<file path="src/rtl/rv_pkg.sv">
// Shared writeback types: register index/data widths and the buffered result entry.
package rv_pkg;

    localparam int unsigned DATA_WIDTH  = 32;
    localparam int unsigned REG_NUM     = 32;
    localparam int unsigned REG_NUM_BIT = 5;

    typedef struct packed {
        logic [REG_NUM_BIT-1:0] rd;
        logic [DATA_WIDTH-1:0]  data;
    } wb_entry_t;

endpackage

</file>
<file path="src/rtl/wb_stage_if.sv">
// Writeback stage bus: issue handshake, ALU/LSU result channels, RF write port and hazard checks.
interface wb_stage_if;
    import rv_pkg::*;

    logic                   issue_valid;
    logic [REG_NUM_BIT-1:0] issue_rd;
    logic                   issue_ready;

    logic                   alu_valid;
    logic [REG_NUM_BIT-1:0] alu_rd;
    logic [DATA_WIDTH-1:0]  alu_data;
    logic                   alu_ready;

    logic                   lsu_valid;
    logic [REG_NUM_BIT-1:0] lsu_rd;
    logic [DATA_WIDTH-1:0]  lsu_data;
    logic                   lsu_ready;

    logic                   rf_wen;
    logic [REG_NUM_BIT-1:0] rf_waddr;
    logic [DATA_WIDTH-1:0]  rf_wdata;

    logic [REG_NUM_BIT-1:0] chk_rs1;
    logic [REG_NUM_BIT-1:0] chk_rs2;
    logic                   rs1_busy;
    logic                   rs2_busy;

    modport master (
        output issue_valid, issue_rd,
        output alu_valid, alu_rd, alu_data,
        output lsu_valid, lsu_rd, lsu_data,
        output chk_rs1, chk_rs2,
        input  issue_ready, alu_ready, lsu_ready,
        input  rf_wen, rf_waddr, rf_wdata,
        input  rs1_busy, rs2_busy
    );

    modport slave (
        input  issue_valid, issue_rd,
        input  alu_valid, alu_rd, alu_data,
        input  lsu_valid, lsu_rd, lsu_data,
        input  chk_rs1, chk_rs2,
        output issue_ready, alu_ready, lsu_ready,
        output rf_wen, rf_waddr, rf_wdata,
        output rs1_busy, rs2_busy
    );

endinterface

</file>
<file path="src/rtl/sync_fifo.sv">
// Synchronous FIFO with occupancy count; DEPTH must be a power of two.
module sync_fifo #(
    parameter int unsigned WIDTH = 8,
    parameter int unsigned DEPTH = 2
) (
    input  logic                     clk,
    input  logic                     rst_n,
    input  logic                     i_push,
    input  logic [WIDTH-1:0]         i_din,
    input  logic                     i_pop,
    output logic [WIDTH-1:0]         o_dout,
    output logic                     o_full,
    output logic                     o_empty,
    output logic [$clog2(DEPTH):0]   o_count
);

    localparam int unsigned AW = $clog2(DEPTH);
    localparam int unsigned CW = AW + 1;

    logic [WIDTH-1:0] r_mem [DEPTH];
    logic [AW-1:0]    r_wptr;
    logic [AW-1:0]    r_rptr;
    logic [CW-1:0]    r_count;
    logic             w_push;
    logic             w_pop;

    assign o_full  = (r_count == CW'(DEPTH));
    assign o_empty = (r_count == '0);
    assign o_count = r_count;
    assign o_dout  = r_mem[r_rptr];
    assign w_push  = i_push && !o_full;
    assign w_pop   = i_pop && !o_empty;

    always_ff @(posedge clk) begin
        if (w_push) begin
            r_mem[r_wptr] <= i_din;
        end
    end

    always_ff @(posedge clk) begin
        if (!rst_n) begin
            r_wptr  <= '0;
            r_rptr  <= '0;
            r_count <= '0;
        end else begin
            if (w_push) begin
                r_wptr <= r_wptr + AW'(1);
            end
            if (w_pop) begin
                r_rptr <= r_rptr + AW'(1);
            end
            r_count <= r_count + CW'(w_push) - CW'(w_pop);
        end
    end

endmodule

</file>
<file path="src/rtl/wb_stage.sv">
// Writeback stage: arbitrates ALU/LSU results into a FIFO, drains one RF write per cycle,
// and tracks per-register outstanding writes for RAW hazard checks.
module wb_stage
    import rv_pkg::*;
#(
    parameter int unsigned FIFO_DEPTH = 2,
    parameter int unsigned PEND_W     = 2
) (
    input  logic       clk,
    input  logic       rst_n,
    wb_stage_if.slave  bus
);

    localparam int unsigned CW = $clog2(FIFO_DEPTH) + 1;

    wb_entry_t              w_push_entry;
    wb_entry_t              w_head;
    logic                   w_lsu_fire;
    logic                   w_alu_fire;
    logic                   w_push;
    logic                   w_pop;
    logic                   w_full;
    logic                   w_empty;
    logic [CW-1:0]          w_count;
    logic                   w_issue_fire;
    logic [REG_NUM-1:0]     w_inc;
    logic [REG_NUM-1:0]     w_dec;

    logic                   r_rf_wen;
    logic [REG_NUM_BIT-1:0] r_rf_waddr;
    logic [DATA_WIDTH-1:0]  r_rf_wdata;
    logic [PEND_W-1:0]      r_pend [REG_NUM];

    // LSU has strict priority; ALU is only offered the slot when no load is waiting.
    assign bus.lsu_ready = !w_full;
    assign bus.alu_ready = !w_full && !bus.lsu_valid;
    assign w_lsu_fire    = bus.lsu_valid && bus.lsu_ready;
    assign w_alu_fire    = bus.alu_valid && bus.alu_ready;
    assign w_pop         = !w_empty;

    always_comb begin
        w_push       = 1'b0;
        w_push_entry = '{rd: bus.alu_rd, data: bus.alu_data};
        if (w_lsu_fire) begin
            w_push_entry = '{rd: bus.lsu_rd, data: bus.lsu_data};
            w_push       = (bus.lsu_rd != '0);
        end else if (w_alu_fire) begin
            w_push       = (bus.alu_rd != '0);
        end
    end

    sync_fifo #(
        .WIDTH ($bits(wb_entry_t)),
        .DEPTH (FIFO_DEPTH)
    ) u_fifo (
        .clk     (clk),
        .rst_n   (rst_n),
        .i_push  (w_push),
        .i_din   (w_push_entry),
        .i_pop   (w_pop),
        .o_dout  (w_head),
        .o_full  (w_full),
        .o_empty (w_empty),
        .o_count (w_count)
    );

    always_ff @(posedge clk) begin
        if (!rst_n) begin
            r_rf_wen   <= 1'b0;
            r_rf_waddr <= '0;
            r_rf_wdata <= '0;
        end else begin
            r_rf_wen <= w_pop;
            if (w_pop) begin
                r_rf_waddr <= w_head.rd;
                r_rf_wdata <= w_head.data;
            end
        end
    end

    assign bus.rf_wen   = r_rf_wen;
    assign bus.rf_waddr = r_rf_waddr;
    assign bus.rf_wdata = r_rf_wdata;

    // A write retiring this cycle frees a slot, so a saturated register may still issue.
    assign bus.issue_ready = (bus.issue_rd == '0) || (r_pend[bus.issue_rd] != '1)
                           || w_dec[bus.issue_rd];
    assign w_issue_fire    = bus.issue_valid && bus.issue_ready && (bus.issue_rd != '0);

    always_comb begin
        w_inc = '0;
        w_dec = '0;
        if (w_issue_fire) begin
            w_inc[bus.issue_rd] = 1'b1;
        end
        if (r_rf_wen) begin
            w_dec[r_rf_waddr] = 1'b1;
        end
    end

    // x0 is never incremented (issue filter) nor decremented (never enqueued), so it stays 0.
    always_ff @(posedge clk) begin
        if (!rst_n) begin
            for (int unsigned r = 0; r < REG_NUM; r++) begin
                r_pend[r] <= '0;
            end
        end else begin
            for (int unsigned r = 0; r < REG_NUM; r++) begin
                if (w_inc[r] && !w_dec[r]) begin
                    r_pend[r] <= r_pend[r] + PEND_W'(1);
                end else if (w_dec[r] && !w_inc[r] && (r_pend[r] != '0)) begin
                    r_pend[r] <= r_pend[r] - PEND_W'(1);
                end
            end
        end
    end

    assign bus.rs1_busy = (r_pend[bus.chk_rs1] != '0);
    assign bus.rs2_busy = (r_pend[bus.chk_rs2] != '0);

    a_no_unissued_write: assert property (@(posedge clk) disable iff (!rst_n)
        r_rf_wen |-> (r_pend[r_rf_waddr] != '0));
    a_count_in_range: assert property (@(posedge clk) disable iff (!rst_n)
        w_count <= CW'(FIFO_DEPTH));

endmodule
</file>
<file path="src/flat_wrapper.sv">
// flat-port wrapper written by rule: the top's interface ports become plain ports
module wb_stage_flat import rv_pkg::*;
#(
    parameter int unsigned FIFO_DEPTH = 2,
    parameter int unsigned PEND_W     = 2
)
  (clk, rst_n, bus_issue_valid, bus_issue_rd, bus_alu_valid, bus_alu_rd, bus_alu_data, bus_lsu_valid, bus_lsu_rd, bus_lsu_data, bus_chk_rs1, bus_chk_rs2, bus_issue_ready, bus_alu_ready, bus_lsu_ready, bus_rf_wen, bus_rf_waddr, bus_rf_wdata, bus_rs1_busy, bus_rs2_busy);
  wb_stage_if bus_i ();
  input  logic clk;
  input  logic rst_n;
  input wire logic [$bits(bus_i.issue_valid)-1:0] bus_issue_valid;
  input wire logic [$bits(bus_i.issue_rd)-1:0] bus_issue_rd;
  input wire logic [$bits(bus_i.alu_valid)-1:0] bus_alu_valid;
  input wire logic [$bits(bus_i.alu_rd)-1:0] bus_alu_rd;
  input wire logic [$bits(bus_i.alu_data)-1:0] bus_alu_data;
  input wire logic [$bits(bus_i.lsu_valid)-1:0] bus_lsu_valid;
  input wire logic [$bits(bus_i.lsu_rd)-1:0] bus_lsu_rd;
  input wire logic [$bits(bus_i.lsu_data)-1:0] bus_lsu_data;
  input wire logic [$bits(bus_i.chk_rs1)-1:0] bus_chk_rs1;
  input wire logic [$bits(bus_i.chk_rs2)-1:0] bus_chk_rs2;
  output wire logic [$bits(bus_i.issue_ready)-1:0] bus_issue_ready;
  output wire logic [$bits(bus_i.alu_ready)-1:0] bus_alu_ready;
  output wire logic [$bits(bus_i.lsu_ready)-1:0] bus_lsu_ready;
  output wire logic [$bits(bus_i.rf_wen)-1:0] bus_rf_wen;
  output wire logic [$bits(bus_i.rf_waddr)-1:0] bus_rf_waddr;
  output wire logic [$bits(bus_i.rf_wdata)-1:0] bus_rf_wdata;
  output wire logic [$bits(bus_i.rs1_busy)-1:0] bus_rs1_busy;
  output wire logic [$bits(bus_i.rs2_busy)-1:0] bus_rs2_busy;
  assign bus_i.issue_valid = bus_issue_valid;
  assign bus_i.issue_rd = bus_issue_rd;
  assign bus_i.alu_valid = bus_alu_valid;
  assign bus_i.alu_rd = bus_alu_rd;
  assign bus_i.alu_data = bus_alu_data;
  assign bus_i.lsu_valid = bus_lsu_valid;
  assign bus_i.lsu_rd = bus_lsu_rd;
  assign bus_i.lsu_data = bus_lsu_data;
  assign bus_i.chk_rs1 = bus_chk_rs1;
  assign bus_i.chk_rs2 = bus_chk_rs2;
  assign bus_issue_ready = bus_i.issue_ready;
  assign bus_alu_ready = bus_i.alu_ready;
  assign bus_lsu_ready = bus_i.lsu_ready;
  assign bus_rf_wen = bus_i.rf_wen;
  assign bus_rf_waddr = bus_i.rf_waddr;
  assign bus_rf_wdata = bus_i.rf_wdata;
  assign bus_rs1_busy = bus_i.rs1_busy;
  assign bus_rs2_busy = bus_i.rs2_busy;
  wb_stage #(.FIFO_DEPTH(FIFO_DEPTH), .PEND_W(PEND_W)) u_core (.clk(clk), .rst_n(rst_n), .bus(bus_i));
endmodule
</file>
<file path="config.mk">
export PLATFORM = sky130hd
export DESIGN_NAME = wb_stage_flat
export DESIGN_NICKNAME = d
export VERILOG_FILES = /design/src/rtl/rv_pkg.sv /design/src/rtl/wb_stage_if.sv /design/src/rtl/sync_fifo.sv /design/src/rtl/wb_stage.sv /design/src/flat_wrapper.sv
export SDC_FILE = /design/constraint.sdc
export NUM_CORES = 1
export LEC_CHECK = 0
export CORE_ASPECT_RATIO = 1.25
export CORE_MARGIN = 2
export CORE_UTILIZATION = 41
export CTS_CLUSTER_DIAMETER = 80
export DETAILED_ROUTE_END_ITERATION = 7
export DONT_BUFFER_PORTS = 1
export PLACE_DENSITY = 0.67
export SKIP_CTS_REPAIR_TIMING = 1
export SLEW_MARGIN = 20
export SYNTH_ARGS = -nofsm -noshare
export SYNTH_HDL_FRONTEND = slang
export SYNTH_SLANG_ARGS = --single-unit
</file>
<file path="constraint.sdc">
create_clock -name clk -period 10.2 [get_ports clk]
set_clock_uncertainty 0.15 [all_clocks]
set_input_delay 2.55 -clock clk [delete_from_list [all_inputs] [get_ports clk]]
set_output_delay 2.55 -clock clk [all_outputs]
set_load 0.02 [all_outputs]
</file>
==> metrics.md, run 1 <==
| Metric | Value |
|---|---|
| Min-Delay Path Class | `reg2reg` |
| Total nets after synthesis | `1044` |
| Area grow syn2layout | `8.01%` |
| Slew Viols, Final | `0` |
| Flop pwr share | `0.520` |
| Die Wd | `145 um` |
| Global routing's busiest layer | `met2` |
| DR vias | `7669` |
| Async SR Flop Fraction | `0` |
| CP endpoint kind | `output port` |
| Seq cells post-synth | `180` |
| Placer Congestion | `0.891` |
| Critical R2R Capture | `u_core.r_pend[23][0]` |
| Distinct cells, synth | `66` |
| Most common cell in the synthesized netlist | `edfxtp_1` |
| Row count | `64` |
| Iter 0 DRT Violations | `434` |
| Crit-path cells | `or3b_1 -> o22ai_1 -> nor4_1 -> o211ai_2 -> nand3_2` |
| Post-synth top area cell | `edfxtp_1` |
| Post-synthesis cell area | `10300 um^2` |
| Final #Nets | `1010` |
| Crit Path Max Fanout | `25` |
| Cell count after synthesis | `949` |
| Sequential-to-total area share from yosys stat | `0.486` |
| FILL cells | `2332` |
| Yosys warns | `0` |
| CP Class | `in2out` |
| Final setup viols | `0` |
| Core Util, Final | `0.452` |
| Longest Clk Path Bufs | `2` |
| Number of global-route vias before repair | `7192` |
| Top_reg_cell synth | `edfxtp_1` |
| Die H | `181 um` |
| Final Cycle Share | `0.705` |
| Max VDD drop | `0.000127 V` |
| Status | `complete, no violations` |
| Final cell count without fillers | `1258` |
| EDFF count, synth | `138` |
| IO Pins | `137` |
| Clock sink count | `180` |
| Worst slew pin tran | `946 ps` |
| CTS tree | `yes` |
| Cell-internal power | `1.26 mW` |
| Crit. Startpoint | `bus_issue_rd[2]` |
| Final ANT Viol Nets | `0` |
| Commonest cells post-synth | `138 x edfxtp_1, 106 x nor2_1, 84 x nand2_1` |
| Clock-pin transition on the worst setup and hold timing paths | `70 ps` |
| Minimum clock period | `7190 ps` |
| CP Capture Point | `bus_issue_ready` |
| Max incr delay on CP | `640 ps` |
| R2r setup slk | `5650 ps` |
| Initial core utilization | `0.419` |
| Static leakage power | `3.56 nW` |
| Met1 Track Usage GR | `0.248` |
| Area contributors post-synth | `edfxtp_1 40%, dfxtp_1 8.2%, mux2i_1 6.7%` |
| First-pass GRT wire length | `41.5 mm` |
| Slew headroom | `0.363` |
| Max-cap violations | `0` |
| DRC viols | `0` |
| DP HPWL | `19.0 mm` |
| Core area | `24500 um^2` |
| Setup_tns | `0 ps` |
| M2 GR Usage | `0.333` |
| Worst skew pair latency | `430 ps` |
| Setup WS post-layout | `3010 ps` |
| Logic gate share of total power | `0.121` |
| Sw frac | `0.279` |
| All-layer global routing usage | `0.202` |
| Via density | `6.10` |
| Die ar. | `26300 um^2` |
| Mean post-synth cell area | `10.8 um^2` |
| Wire length per cell | `21.2 um` |
| Met3 Track Usage GR | `0.0619` |
| Max Clk Rate | `139 MHz` |
| Drt first pass iters | `5` |
| Grt ovf | `0` |
| Unrepaired setup endpoints after global routing | `false` |
| Root Driver | `clkbuf_16` |
| Worst path arrival time | `4490 ps` |
| H-Tree Depth | `4` |
| Startpoint Class | `primary input` |
| IO Port Bufs | `0` |
| Cell Count Post-Placement | `1226` |
| Clock buffer count from CTS | `17` |
| Diode count | `0` |
| Share of the synthesized area in the top cell type | `0.404` |
| Final Hold Fails | `0` |
| Net Switching | `489 uW` |
| Layout cells sized above 1 | `0.139` |
| Pwr dens | `158 nW/um^2` |
| Clock power share | `0.359` |
| Largest net degree at the start of global routing | `65` |
| Crit path required time | `7500 ps` |
| Worst reg-to-reg path cell count | `7` |
| Cell at the slowest stage of the critical path | `or3b_1` |
| Dpl ws | `3050 ps` |
| Worst flop-to-flop path startpoint | `u_core.bus.rf_waddr[2]` |
| WL final | `26.7 mm` |
| Initial antenna violation count | `0` |
-- stage by stage --
step,instance area [um^2],power [mW],hold WS [ps]
6_report,11100,1.75,369
5_1_grt,11100,1.82,411
4_1_cts,11100,1.77,378
3_5_place_dp,10500,1.14,362
3_3_place_gp,10500,1.13,346
2_1_floorplan,10300,1.08,343
-- sequential cells by signal, summed over array words and instances, names as in the netlist --
name	cells
u_core.u_fifo.r_wptr	1
u_core.bus.rf_waddr	5
u_core.bus.rf_wen	1
u_core.u_fifo.r_mem	74
u_core.r_pend	64
u_core.u_fifo.r_rptr	1
u_core.u_fifo.o_count	2
u_core.bus.rf_wdata	32
-- power groups by stage --
stage	clock [mW]	combinational, mW	sequential [mW]
floorplan	0	0.171	0.913
global placement	0	0.205	0.926
detailed placement	0	0.213	0.927
CTS	0.646	0.214	0.911
global route	0.673	0.231	0.918
finish	0.629	0.212	0.911
-- worst max-delay path, delay by kind of cell --
family	cells	cell delay, ps
AND/OR/NAND/NOR	3	1360
AO/OA/AOI/OAI	2	550
-- cells by family after synthesis --
kind of cell / count (synthesis) / synth area share
and+or+nand+nor: 364 / 0.183
AOI/OAI and AO/OA: 186 / 0.128
DFF: 180 / 0.486
muxes: 129 / 0.157
buffers and inverters: 72 / 0.0300
xor gates and xnor gates: 17 / 0.0145
adders and majority gates: 1 / 0.00122
-- final cells by class --
cell class | count | area [um^2] | area share
flip-flops and latches | 180 | 4990 | 0.450
multi-input cells | 697 | 4990 | 0.450
well taps | 330 | 413 | 0.0373
clock buffers | 18 | 429 | 0.0387
repair buffers | 11 | 108 | 0.00971
inverters | 8 | 30.0 | 0.00271
clock inverters | 14 | 125 | 0.0113
-- how the worst min path moves through the flow --
stage                                    start                      end  slack (ps)  cells past startpoint
floorplan            u_core.u_fifo.r_mem[0][0]   u_core.bus.rf_wdata[0]         340                      2
detailed placement  u_core.u_fifo.r_mem[0][15]  u_core.bus.rf_wdata[15]         360                      2
global route         u_core.u_fifo.r_mem[0][6]   u_core.bus.rf_wdata[6]         410                      2
global placement    u_core.u_fifo.r_mem[0][22]  u_core.bus.rf_wdata[22]         350                      2
CTS                  u_core.u_fifo.r_mem[0][4]   u_core.bus.rf_wdata[4]         380                      2
finish              u_core.u_fifo.r_mem[0][15]  u_core.bus.rf_wdata[15]         370                      2
-- per-layer routing --
metal  wire (um)  vias to the layer above
met2       12900                      339
met3        2220                       44
met1       10700                     3686
met5           0                        -
li1            -                     3600
met4         882                        0
-- layout by cell type, fill, tap and decap left out, types with 19 or more instances in the layout --
cell type	Yosys	final
a211oi_1	22	22
dfxtp_1	42	41
edfxtp_1	138	138
mux2_2	38	38
mux2i_1	69	69
mux4_2	22	22
nand2_1	84	84
nand3_1	23	23
nand3b_1	29	29
nor2_1	106	104
nor3_1	20	19
o211ai_1	28	28
o21ai_0	62	61
(Power assumes the default switching activity.)
==> run 2, diff against run 1 <==
Settings changed: PLACE_DENSITY 0.67 to 0.69.
Clock period 10.2 ns to 6.61 ns, I/O delays scaled along.
==> run 2 against run 1 <==
  * Flip-flop and latch count unchanged
  * Critical endpoint unchanged
  * Highest routed layer unchanged
  * Utilization down 0.14 points
  * Worst hold slack worse by 1.8 ps
  * Largest cell class unchanged
  * Die area unchanged
  * Clock power up 56%
  * Via count up 1.1%
==> metrics.md, run 2 (synthesis results as in run 1) <==
| Metric | Value |
|---|---|
| Status | `complete, no violations` |
| Max reg flops | `74 (unchanged)` |
| Min-Delay Path Class | `reg2reg` |
| Root Driver | `clkbuf_16` |
| Slew Viols, Final | `0 (unchanged)` |
| Worst slew pin tran | `945 ps (-1.11 ps)` |
| Max Clk Rate | `185 MHz` |
| Max incr delay on CP | `640 ps (about the same)` |
| DP HPWL | `18.6 mm (-2.1%)` |
| Worst path arrival time | `3610 ps (-880 ps)` |
| Most frequent cells in the layout | `138 x edfxtp_1, 104 x nor2_1, 84 x nand2_1, 69 x mux2i_1, 61 x o21ai_0` |
| Startpoint Class | `primary input` |
| Tot Pwr | `2.71 mW (+55%)` |
| Longest Clk Path Bufs | `2 (unchanged)` |
| IO Port Bufs | `0 (unchanged)` |
| Placer Congestion | `0.942 (+5.8%)` |
| CP delay by family, top | `simple AND/OR/NAND/NOR gates` |
| All-layer global routing usage | `0.201 (-0.000672)` |
| Initial antenna violation count | `0 (unchanged)` |
| Worst skew pair latency | `440 ps (about the same)` |
| Die H | `181 um (unchanged)` |
| Crit path required time | `4810 ps (-2690 ps)` |
| Core area | `24500 um^2 (unchanged)` |
| H-Tree Depth | `4 (unchanged)` |
| Wire length per cell | `21.1 um (-0.51%)` |
| Area grow syn2layout | `7.68%` |
| First-pass GRT wire length | `41.5 mm (about the same)` |
| Largest net degree at the start of global routing | `65 (unchanged)` |
| Pwr dens | `246 nW/um^2 (+55%)` |
| Crit Path Max Fanout | `25 (unchanged)` |
| Final Cycle Share | `0.819` |
| Final setup viols | `0 (unchanged)` |
| CP endpoint kind | `output port` |
| Minimum clock period | `5410 ps` |
| Most flops, register | `u_core.u_fifo.r_mem` |
| IO Pins | `137 (unchanged)` |
| Initial core utilization | `0.419 (unchanged)` |
| Diode count | `0 (unchanged)` |
| Final Hold Fails | `0 (unchanged)` |
| DR vias | `7752 (+1.1%)` |
| Crit-path cells | `or3b_1 -> o22ai_1 -> nor4_1 -> o211ai_2 -> nand3_2` |
| CP Class | `in2out` |
| Row count | `64 (unchanged)` |
| Setup_tns | `0 ps (unchanged)` |
| Max VDD drop | `0.000181 V (+43%)` |
| Most common cell after layout, fill and taps aside | `edfxtp_1` |
| Static leakage power | `3.57 nW (+0.41%)` |
| Max-cap violations | `0 (unchanged)` |
| Number of global-route vias before repair | `7432 (+3.3%)` |
| WL final | `26.5 mm (-0.67%)` |
| Cell at the slowest stage of the critical path | `or3b_1` |
| Clock-pin transition on the worst setup and hold timing paths | `70 ps (about the same)` |
| Clock buffer count from CTS | `17 (unchanged)` |
| Drt first pass iters | `7 (+2)` |
| Buf/Inv on CP | `0 (unchanged)` |
| Layout cells sized above 1 | `0.138 (-0.000780)` |
| Final ANT Viol Nets | `0 (unchanged)` |
| Final #Nets | `1008 (-0.20%)` |
| CTS tree | `yes` |
| Via density | `6.17 (+1.2%)` |
| Die Wd | `145 um (unchanged)` |
| Clock sink count | `180 (unchanged)` |
| Slew headroom | `0.369 (+0.00570)` |
| Grt ovf | `0 (unchanged)` |
| Unrepaired setup endpoints after global routing | `false` |
| DRC viols | `0 (unchanged)` |
| Die ar. | `26300 um^2 (unchanged)` |
| Iter 0 DRT Violations | `706 (+63%)` |
[run 2: cell count changes in the layout (fill, tap and decap cells not counted), moves of 2 or more]
cell / delta
inv_6: +3
inv_4: +3
buf_12: -2
clkinvlp_4: -7
[run 2: through the flow]
| step | cell area [um^2] | cells | utilization | hold WS, ps | worst slack [ps] |
|---|---|---|---|---|---|
| global placement | 10500 | 1224 | 0.428 | 347 | 1290 |
| CTS | 11000 | 1256 | 0.451 | 378 | 1270 |
| detailed placement | 10500 | 1224 | 0.428 | 364 | 1270 |
| global route | 11000 | 1256 | 0.451 | 408 | 1150 |
| floorplan | 10300 | 949 | - | 343 | 1380 |
| finish | 11000 | 1256 | 0.451 | 367 | 1200 |
[run 2: cell type report]
type	count	area (um^2)
repair buffers	9	67.6
fillers	2271	13500
well taps	330	413
flip-flops and latches	180	4990
multi-input cells	697	5000
inverters	8	30.0
clock inverters	13	110
clock buffers	19	443
[run 2: worst paths after layout]
kind,from,endpoint,slack (ps),cells after the start
max reg2reg,u_core.bus.rf_waddr[2],u_core.r_pend[27][1],2150,7
min reg2reg,u_core.u_fifo.r_mem[0][4],u_core.bus.rf_wdata[4],370,2
min,u_core.u_fifo.r_mem[0][4],u_core.bus.rf_wdata[4],370,2
max,bus_issue_rd[2],bus_issue_ready,1200,5
[run 2: power by group]
part	total (mW)	switching [mW]	leakage (nW)	internal [mW]
Sequential	1.42	0.0937	1.71	1.32
Combinational	0.314	0.186	1.58	0.128
Clock	0.984	0.478	0.280	0.506
Total	2.71	0.758	3.57	1.96
[run 2: worst reg2reg max path: cells and delay by family (launching register included)]
family           cells  cell delay, ps
flip-flops           1             940
AO/OA/AOI/OAI        3            1290
AND/OR/NAND/NOR      4            1740
[run 2: metal layers]
layer  GRT usage  vias up  share of wire  wire length, um
li1            -     3577              -                -
met1       0.245     3718           0.39            10400
met2       0.329      387           0.47            12500
met3      0.0568       70          0.092             2440
met4      0.0965        0          0.044             1180
met5           0        -              0                0
